<file path="src/rtl/cond_pkg.sv">
// Shared definitions for the conditional-execution unit: condition encodings,
// flag bit positions and the meaning of the decoder's flag-write bits.
package cond_pkg;

  typedef enum logic [3:0] {
    COND_EQ = 4'b0000,
    COND_NE = 4'b0001,
    COND_CS = 4'b0010,
    COND_CC = 4'b0011,
    COND_MI = 4'b0100,
    COND_PL = 4'b0101,
    COND_VS = 4'b0110,
    COND_VC = 4'b0111,
    COND_HI = 4'b1000,
    COND_LS = 4'b1001,
    COND_GE = 4'b1010,
    COND_LT = 4'b1011,
    COND_GT = 4'b1100,
    COND_LE = 4'b1101,
    COND_AL = 4'b1110,
    COND_NV = 4'b1111
  } cond_e;

  localparam int FLAG_N = 3;
  localparam int FLAG_Z = 2;
  localparam int FLAG_C = 1;
  localparam int FLAG_V = 0;

  localparam int FW_NZ = 1;
  localparam int FW_CV = 0;

endpackage

</file>
<file path="src/rtl/cond_check.sv">
// Pure combinational condition evaluator: 4-bit condition field against the
// stored {N,Z,C,V} flags. Kept stateless so a fetch/branch stage can reuse it.
module cond_check
  import cond_pkg::*;
(
  input  logic [3:0] cond,
  input  logic [3:0] flags,
  output logic       cond_ex
);

  logic n, z, c, v;

  always_comb begin
    n = flags[FLAG_N];
    z = flags[FLAG_Z];
    c = flags[FLAG_C];
    v = flags[FLAG_V];
    cond_ex = 1'b0;
    case (cond_e'(cond))
      COND_EQ: cond_ex = z;
      COND_NE: cond_ex = !z;
      COND_CS: cond_ex = c;
      COND_CC: cond_ex = !c;
      COND_MI: cond_ex = n;
      COND_PL: cond_ex = !n;
      COND_VS: cond_ex = v;
      COND_VC: cond_ex = !v;
      COND_HI: cond_ex = c & !z;
      COND_LS: cond_ex = !c | z;
      COND_GE: cond_ex = (n == v);
      COND_LT: cond_ex = (n != v);
      COND_GT: cond_ex = !z & (n == v);
      COND_LE: cond_ex = z | (n != v);
      COND_AL: cond_ex = 1'b1;
      // The 1111 encoding never executes in this core.
      default: cond_ex = 1'b0;
    endcase
  end

endmodule

</file>
<file path="src/rtl/cond_unit.sv">
// Architectural NZCV flag register, condition gating of write/PC controls and
// a saturating debug count of retired instructions whose condition failed.
module cond_unit
  import cond_pkg::*;
#(
  parameter int CNT_W = 16
) (
  input  logic             clk,
  input  logic             reset_n,
  input  logic             en,
  input  logic [3:0]       cond,
  input  logic [3:0]       alu_flags,
  input  logic [1:0]       flag_w,
  input  logic             no_write,
  input  logic             pc_s,
  input  logic             reg_w,
  input  logic             mem_w,
  output logic             pc_src,
  output logic             reg_write,
  output logic             mem_write,
  output logic             carry,
  output logic [3:0]       flags,
  output logic             cond_ex,
  output logic [CNT_W-1:0] skip_count
);

  logic [3:0]       flags_q, flags_d;
  logic [CNT_W-1:0] skip_q, skip_d;

  // Evaluated against the stored flags so an instruction sees pre-update state.
  cond_check u_cond_check (
    .cond    (cond),
    .flags   (flags_q),
    .cond_ex (cond_ex)
  );

  always_comb begin
    flags_d = flags_q;
    if (en && cond_ex) begin
      if (flag_w[FW_NZ]) flags_d[FLAG_N:FLAG_Z] = alu_flags[FLAG_N:FLAG_Z];
      if (flag_w[FW_CV]) flags_d[FLAG_C:FLAG_V] = alu_flags[FLAG_C:FLAG_V];
    end
  end

  always_comb begin
    skip_d = skip_q;
    if (en && !cond_ex && (skip_q != {CNT_W{1'b1}})) skip_d = skip_q + CNT_W'(1);
  end

  always_ff @(posedge clk or negedge reset_n) begin
    if (!reset_n) begin
      flags_q <= 4'b0000;
      skip_q  <= '0;
    end else begin
      flags_q <= flags_d;
      skip_q  <= skip_d;
    end
  end

  assign pc_src     = pc_s & cond_ex;
  assign reg_write  = reg_w & cond_ex & !no_write;
  assign mem_write  = mem_w & cond_ex;
  assign carry      = flags_q[FLAG_C];
  assign flags      = flags_q;
  assign skip_count = skip_q;

endmodule

</file>
<file path="config.mk">
export PLATFORM = sky130hd
export DESIGN_NAME = cond_unit
export DESIGN_NICKNAME = d
export VERILOG_FILES = /design/src/rtl/cond_pkg.sv /design/src/rtl/cond_check.sv /design/src/rtl/cond_unit.sv
export SDC_FILE = /design/constraint.sdc
export NUM_CORES = 1
export LEC_CHECK = 0
export CORE_ASPECT_RATIO = 1.5
export CORE_MARGIN = 3
export CORE_UTILIZATION = 48
export CTS_CLUSTER_DIAMETER = 150
export DETAILED_ROUTE_END_ITERATION = 10
export GPL_TIMING_DRIVEN = 0
export PLACE_DENSITY = 0.88
export SKIP_CTS_REPAIR_TIMING = 1
export SLEW_MARGIN = 20
export SYNTH_ARGS = -nofsm -noshare
export SYNTH_HDL_FRONTEND = slang
export SYNTH_HIERARCHICAL = 1
export SYNTH_SLANG_ARGS = --single-unit
export TNS_END_PERCENT = 10
</file>
<file path="constraint.sdc">
create_clock -name clk -period 6.5 [get_ports clk]
set_input_delay 1.3 -clock clk [delete_from_list [all_inputs] [get_ports clk]]
set_output_delay 1.3 -clock clk [all_outputs]
set_load 0.05 [all_outputs]
</file>
# Yosys cells after proc, flatten, opt, wreduce, memory -nomap -nowiden
# Cells that the tools add are included.
totals:
  input_bits: 17
  ff_bits: 20
  out_inout_bits: 25
classes:
  n_reduce_logical: 12
  n_addsub: 1
  bitwise: 8
  n_eq_ne: 17
  mux: 1
op_table:
  columns: ["op", "n"]
  rows:
  - ["4-bit equality test (second input constant)", 7]
  - ["16-bit by 1-bit adder with 16-bit output (second input constant)", 1]
  - ["4-bit by 3-bit equality test with 1-bit output (second input constant)", 4]
  - ["16-bit != test (second input constant)", 1]
  - ["1-bit one-hot mux with 15 select lines", 1]
  - ["4-bit by 2-bit equality test with 1-bit output (second input constant)", 2]
  - ["1-bit bitwise AND", 6]
  - ["1-bit logical NOT", 6]
  - ["4-bit by 1-bit equality test with 1-bit output (second input constant)", 1]
  - ["4-bit logical NOT", 1]
  - ["2-bit AND reduction", 2]
  - ["1-bit logical AND", 3]
  - ["1-bit bitwise OR", 2]
  - ["1-bit equality test", 1]
  - ["1-bit != test", 1]

# Longest topological paths before layout
# Gate-level depths: netlist of run 1.
depth:
  word_depth: 6
  mapped_depth: 9
  depth_no_buf: 8

# By module
# The synthesis of run 1 kept the hierarchy.
modules_own_cells:
  columns: ["mod", "instances", "area_each_um2", "seq_area_each_um2", "cells_per_inst"]
  rows:
  - ["cond_unit", 1, 994.7, 500.5, 87]
  - ["cond_check", 1, 193.9, 0.0, 28]

# Worst setup path after synthesis of run 1
# Ideal clock, no wire load.
synth_path:
  path_type: "input to output"
  start: "in cond[3]"
  end: "out reg_write"
  cell_stages: 7
  slack_ns: 1.996
  t_required_ns: 5.200
  t_arrival_ns: 3.204
  cell_sequence: "buf_2 > or2b_1 > o31ai_1 > a211o_1 > a211o_1 > nand2_1 > nor2_1"
synth_via:
  elab_chain_cells: 4
  word_cells_on_any_way: 18
synth_lines:
  columns: ["element", "line", "text"]
  rows:
  - ["start, declared", "cond_unit.sv:11", "input logic [3:0] cond,"]
  - ["4-bit equality test (tied with other cells)", "cond_check.sv:19", "case (cond_e'(cond))"]
  - ["1-bit one-hot mux with 15 select lines (*)", "cond_check.sv:19", null]
  - ["via cond_ex", "cond_unit.sv:23", "output logic cond_ex,"]
  - ["1-bit bitwise AND (*) (2 in a row)", "cond_unit.sv:61", "assign reg_write = reg_w & cond_ex & !no_write;"]
  - ["end, declared", "cond_unit.sv:19", "output logic reg_write,"]
# Mark *: on every way through the listed nets, which the timed path passes. The rest lies on a longest branch.

# Worst setup path after layout of run 1
layout_path:
  start: "in cond[2]"
  end: "out reg_write"
layout_via:
  elab_chain_cells: 4
  word_cells_on_any_way: 18
layout_lines:
  columns: ["element", "line"]
  rows:
  - ["4-bit equality test (tied with other cells)", "cond_check.sv:19"]
  - ["1-bit one-hot mux with 15 select lines (*)", "cond_check.sv:19"]
  - ["1-bit bitwise AND (*) (2 in a row)", "cond_unit.sv:61"]
# Every way passes the cells marked *; elsewhere a longest branch is shown, timed or not.

==> flow_metrics.env, run 1 <==
export IMPL_insertedDiodeCount=0
export IMPL_dp_hpwl_um=2340
export IMPL_cts_sink_count=20
export IMPL_setup_worst_path_start="cond[2]"
export IMPL_finalCriticalPeriod_ps=5170
export IMPL_fillers=176
export IMPL_number_of_antenna_violations_at_the_first_check_in_global_routing=0
export IMPL_final_min_period_over_clock_period_pct=79.5
export IMPL_top_level_ports=42
export IMPL_tritoncts="yes"
export IMPL_finalSetupTns_ps=0
export IMPL_area_growth_from_synthesis_to_layout_pct=38.3
export IMPL_fp_dieH_um=66.9
export IMPL_initial_utilization_pct=52.0
export IMPL_criticalPathCategory="in2out"
export IMPL_timing_fmax_mhz=194
export IMPL_grt_util_all_layers_pct=20.8
export IMPL_synth_yosys_warnings=6
export IMPL_holdCritPathClass="reg2reg"
export IMPL_grt_max_degree=21
export IMPL_drc_errors=0
export IMPL_routabilityCongestion=0.791
export IMPL_grt_pass1_vias=1098
export IMPL_nNetsFinal=177
export IMPL_globalRouteOverflowTotal=0
export IMPL_routed_via_count=1117
export IMPL_floorplan_core_area_mm2=0.00229
export IMPL_clk_insertion_delay_late_ps=310
export IMPL_share_of_post_route_cells_with_drive_strength_above_1_pct=11.4
export IMPL_power_density_mw_per_mm2=353
export IMPL_dr_first_iter_drc_count=23
export IMPL_relSlewSlack_pct=42.5
export IMPL_hold_path_startpoint="skip_count[11]"
export IMPL_postSynthCellCount=115
export IMPL_timing_critical_path_fanout_max=8
export IMPL_drt_total_wl_um=3090
export IMPL_worst_slew_pin_tran_ps=860
export IMPL_drt_first_pass_iters=4
export IMPL_ant_nets=0
export IMPL_htree_levels=1
export IMPL_clock_skew_final_ps=8.86
export IMPL_max_cap_violations=0
export IMPL_mappedNetlistArea_mm2=0.00119
export IMPL_syn_nets=133
export IMPL_rr_startpoint="flags[3]"
export IMPL_finalSetupViolations=0
export IMPL_routed_wire_length_per_instance_um=17.0
export IMPL_synth_distinct_cells=37
export IMPL_critPathArrivalTime_ps=3870
export IMPL_post_drt_via_cell_ratio=6.17
export IMPL_finalHoldViolCount=0
export IMPL_timing_critical_path_from_type="input port"
export IMPL_final_cell_count_no_fill=181
export IMPL_cp_required_ps=5200
export IMPL_ys_seq_area_share_pct=42.1
export IMPL_rsz0062_at_grt="no"
export IMPL_status="finished clean"
export IMPL_lkg_pwr_nw=0.691
export IMPL_place_detailed_instances=177
export IMPL_clock_root_buffer="clkbuf_4"
export IMPL_synth_ff_latch_count=20
export IMPL_cts_buffers=3
export IMPL_synth_area_per_cell_um2=10.3
export IMPL_ir_worst_vdd_mv=0.313
export IMPL_worst_setup_hold_path_clk_slew_ps=100
export IMPL_timing_max_transition_violations_final=0
export IMPL_placementRows=21
export IMPL_die_w_um=46.6
export IMPL_port_buffers=39
export IMPL_dieArea_mm2=0.00312
export IMPL_grt_first_pass_wirelength_um=4730
export IMPL_cts_buffer_depth=2
export IMPL_end_kind="primary output"
cells by family (layout without fill, tap and decap cells):
logic type / Yosys count / count (layout) / synth area share (%)
XOR/XNOR: 16 / 16 / 12.4
buffers and inverters: 3 / 46 / 1.37
AO/OA/AOI/OAI: 14 / 14 / 8.00
multiplexers: 6 / 6 / 6.32
AND/OR/NAND/NOR: 55 / 55 / 28.7
flip-flops: 20 / 20 / 42.1
adder cells (fa/ha/maj): 1 / 1 / 1.05
state kept, by name, summed over array words and instances (netlist names):
signal and flops:
flags 4, skip_count 16
power by group:
| part | switching (mW) | leakage, nW | total, mW | internal, mW |
|---|---|---|---|---|
| combinational | 0.186 | 0.409 | 0.305 | 0.120 |
| sequential | 0.0500 | 0.261 | 0.202 | 0.152 |
| clock | 0.0381 | 0.0210 | 0.0723 | 0.0342 |
| total | 0.274 | 0.691 | 0.580 | 0.306 |
per-layer routing:
| metal | track usage (%) | routed length, um |
|---|---|---|
| met5 | 0 | 0 |
| met4 | 11.1 | 116 |
| met3 | 3.24 | 205 |
| met2 | 36.7 | 1640 |
| met1 | 22.5 | 1120 |
per-stage QoR:
stage                     setup WS [ps]  hold WS [ps]  utilization [%]  cell area, um2  total power [mW]
after floorplan                    2000           805                -            1190             0.403
after global placement             1440           499             70.3            1610             0.500
after detailed placement           1370           502             70.3            1610             0.508
after CTS                          1360           524             71.9            1640             0.581
after global routing               1270           552             71.9            1640             0.604
final                              1330           520             71.9            1640             0.580
layout by cell type, fill, tap and decap left out, drive strengths merged:
cell           count
a21oi              5
or2                1
xor2               9
nand4b             1
dfrtp             20
nand3              7
o22ai              1
a211o              2
xnor2              7
o31ai              1
mux2               6
and3               2
and2               2
buf                2
a22oi              1
and4               2
and3b              1
nor4               2
a211oi             1
a221oi             1
nor3               6
nand4              7
nor2b              1
ha                 1
nand2              8
nor2               8
clkdlybuf4s50     39
clkbuf             5
or2b               1
nor3b              3
o211ai             2
nand2b             3
worst max-delay path, stage by stage:
cell,delay [ps]
clkdlybuf4s50_1,640
or2b_1,290
o31ai_1,240
a211o_1,170
a211o_1,240
nand2_1,80
nor2_1,90
clkdlybuf4s50_1,810
cell usage after synthesis:
master / instances / area, um2
nor4_2: 1 / 12.5
o211ai_1: 2 / 15.0
or2_2: 1 / 6.26
buf_2: 1 / 5.00
xor2_1: 9 / 78.8
a22oi_1: 1 / 7.51
nand2b_1: 3 / 18.8
a221oi_1: 1 / 8.76
nand2_1: 8 / 30.0
a211oi_1: 1 / 7.51
or2b_1: 1 / 7.51
nand4b_1: 1 / 8.76
nor3b_1: 3 / 22.5
ha_1: 1 / 12.5
mux2_4: 2 / 30.0
a211o_1: 2 / 17.5
nor3_1: 6 / 30.0
nor4_4: 1 / 21.3
nand4_4: 1 / 21.3
and3_1: 2 / 12.5
xnor2_2: 1 / 16.3
clkbuf_1: 1 / 3.75
and3b_1: 1 / 8.76
nor2_1: 7 / 26.3
o31ai_1: 1 / 7.51
dfrtp_1: 20 / 500
xnor2_1: 6 / 52.6
mux2_2: 4 / 45.0
a21oi_1: 5 / 25.0
nor2b_1: 1 / 6.26
and4_1: 2 / 17.5
o22ai_1: 1 / 6.26
buf_4: 1 / 7.51
nand3_1: 7 / 35.0
and2_1: 2 / 12.5
nor2_2: 1 / 6.26
nand4_1: 6 / 37.5
path summary, 6_finish.rpt:
path / end / slack, ps / cells after the start
max in group asynchronous: skip_count[10] / 4490 / 1
max: reg_write / 1330 / 8
min reg2reg: skip_count[11] / 520 / 1
min: skip_count[11] / 520 / 1
min in group asynchronous: skip_count[5] / 1470 / 1
max reg2reg: skip_count[11] / 3800 / 8
layout make-up:
class	count	area, um2	share of cell area [%]
plain buffers	3	16.3	0.989
clock buffers	4	36.3	2.21
multi-input cells	92	672	40.9
flip-flops and latches	20	500	30.4
well taps	23	28.8	1.75
repair buffers	39	390	23.7
No activity file was read; power rests on OpenSTA's default activity.
==> run 2, diff against run 1 <==
- CORE_UTILIZATION: 48 -> 44
- PLACE_DENSITY: 0.88 -> 0.82
- clock period: 6.5 -> 5.22 ns (I/O delays scaled with it)
==> run 2 against run 1 <==
  * Power is 23% higher
  * Die area up 8.1%
  * First-iteration DRC count grew 4.3%
  * Critical path depth down 1
  * Critical endpoint is now pc_src
  * Largest power group unchanged
==> flow_metrics.env, run 2 (same netlist as run 1, synthesis figures left out) <==
export IMPL_post_dp_cell_area_mm2=0.00162
export IMPL_crit_path_frequent_cell="clkdlybuf4s50_1"
export IMPL_relSlewSlack_pct=43.2
export IMPL_final_cell_count_no_fill=194
export IMPL_place_detailed_instances=190
export IMPL_drt_total_wl_um=2810
export IMPL_ant_nets=0
export IMPL_clk_insertion_delay_late_ps=300
export IMPL_grt_max_degree=21
export IMPL_crit_reg2reg_capture="skip_count[14]"
export IMPL_routed_wire_length_per_instance_um=14.5
export IMPL_cts_sink_count=20
export IMPL_finalSetupTns_ps=0
export IMPL_finalSetupViolations=0
export IMPL_multi_input_comb_area_um2=672
export IMPL_number_of_antenna_violations_at_the_first_check_in_global_routing=0
export IMPL_reg2reg_slack_ps=2560
export IMPL_register_area_um2=500
export IMPL_htree_levels=1
export IMPL_die_w_um=48.4
export IMPL_timing_critical_path_slowest_cell_delay_ps=690
export IMPL_timing_critical_path_from_type="input port"
export IMPL_timing_critical_path_fanout_max=8
export IMPL_grt_util_all_layers_pct=17.9
export IMPL_floorplan_core_area_mm2=0.00250
export IMPL_tritoncts="yes"
export IMPL_max_cap_violations=0
export IMPL_routed_via_count=1059
export IMPL_dp_worst_setup_slack_ps=607
export IMPL_timing_fmax_mhz=217
export IMPL_cts_buffer_depth=2
export IMPL_finish_utilization_pct=66.3
export IMPL_drc_errors=0
export IMPL_finalHoldViolCount=0
export IMPL_holdCritPathClass="reg2reg"
export IMPL_clock_root_buffer="clkbuf_4"
export IMPL_insertedDiodeCount=0
export IMPL_placementRows=22
export IMPL_fp_dieH_um=69.7
export IMPL_worst_slack_ps=613
export IMPL_final_area_mm2=0.00166
export IMPL_initial_utilization_pct=47.5
export IMPL_worst_setup_hold_path_clk_slew_ps=110
export IMPL_cts_buffers=3
export IMPL_final_min_period_over_clock_period_pct=88.3
export IMPL_worstHoldPathCells=1
export IMPL_lkg_pwr_nw=0.691
export IMPL_rr_startpoint="flags[3]"
export IMPL_post_drt_via_cell_ratio=5.46
export IMPL_fillers=217
export IMPL_nNetsFinal=177
export IMPL_max_ffs_per_register=16
export IMPL_finalCriticalPeriod_ps=4610
export IMPL_timing_critical_path_slowest_stage_cell="clkdlybuf4s50_1"
export IMPL_power_density_mw_per_mm2=431
export IMPL_end_kind="primary output"
export IMPL_clock_skew_final_ps=4.04
export IMPL_criticalPathCategory="in2out"
export IMPL_dieArea_mm2=0.00337
export IMPL_hold_path_startpoint="skip_count[11]"
export IMPL_mostFrequentLayoutCell="clkdlybuf4s50_1"
export IMPL_drt_first_pass_iters=4
export IMPL_worst_slew_pin_tran_ps=850
export IMPL_area_growth_from_synthesis_to_layout_pct=39.7
export IMPL_worst_r2r_path_depth=8
export IMPL_final_cell_mix="clkdlybuf4s50_1 (39), dfrtp_1 (20), xor2_1 (9)"
export IMPL_top_level_ports=42
export IMPL_grt_first_pass_wirelength_um=4910
export IMPL_share_of_post_route_cells_with_drive_strength_above_1_pct=11.4
export IMPL_dp_hpwl_um=2150
export IMPL_ir_worst_vdd_mv=0.396
export IMPL_timing_max_transition_violations_final=0
export IMPL_cp_required_ps=4180
export IMPL_dr_first_iter_drc_count=24
export IMPL_grt_pass1_vias=1083
export IMPL_worst_hold_path_ep="skip_count[11]"
export IMPL_rsz0062_at_grt="no"
export IMPL_timing_critical_path_cells="clkdlybuf4s50_1, mux2_4, a21oi_1, o211ai_1, a211o_1, and2_1, clkdlybuf4s50_1"
export IMPL_critPathArrivalTime_ps=3560
export IMPL_globalRouteOverflowTotal=0
export IMPL_routabilityCongestion=0.819
export IMPL_port_buffers=39
export IMPL_status="finished clean"
==> run 2: cell counts in the layout (fill, tap and decap cells not counted) <==
Identical to the previous run, type by type.
==> run 2: cell type report <==
class / instances / area share [%]
flip-flops and latches: 20 / 30.1
multi-input cells: 92 / 40.5
well taps: 36 / 2.71
plain buffers: 3 / 0.980
repair buffers: 39 / 23.5
clock buffers: 4 / 2.19
==> run 2: power by group <==
part | internal, mW | switching, mW | total (mW)
Sequential | 0.190 | 0.0597 | 0.249
Combinational | 0.149 | 0.228 | 0.377
Clock | 0.0425 | 0.0467 | 0.0891
Total | 0.381 | 0.334 | 0.715
==> run 2: how the worst max path moves through the flow <==
stage,slack (ps),from,cells past startpoint,to
global route,490,cond[2],8,reg_write
detailed placement,610,cond[2],7,pc_src
floorplan,1230,cond[3],7,reg_write
CTS,600,cond[2],7,pc_src
global placement,670,cond[2],7,pc_src
finish,610,cond[2],7,pc_src
==> run 2: through the flow <==
stage          hold WS [ps]  power [mW]
2_1_floorplan           748       0.502
3_3_place_gp            494       0.622
3_5_place_dp            508       0.631
4_1_cts                 527       0.720
5_1_grt                 565       0.754
6_report                533       0.715
==> run 2: worst max-delay path, delay by kind of cell <==
family	cells	cell delay [ps]
mux	1	330
simple gates	1	200
compound gates	3	670
buf+inv	2	1320
==> run 2: routing by layer <==
metal / vias to the layer above / part of all wire [%] / GRT usage, %
met5: - / 0 / 0
met4: 0 / 1.5 / 6.65
met3: 4 / 7.2 / 4.09
met2: 40 / 52 / 32.2
met1: 505 / 39 / 20.1
li1: 510 / - / -
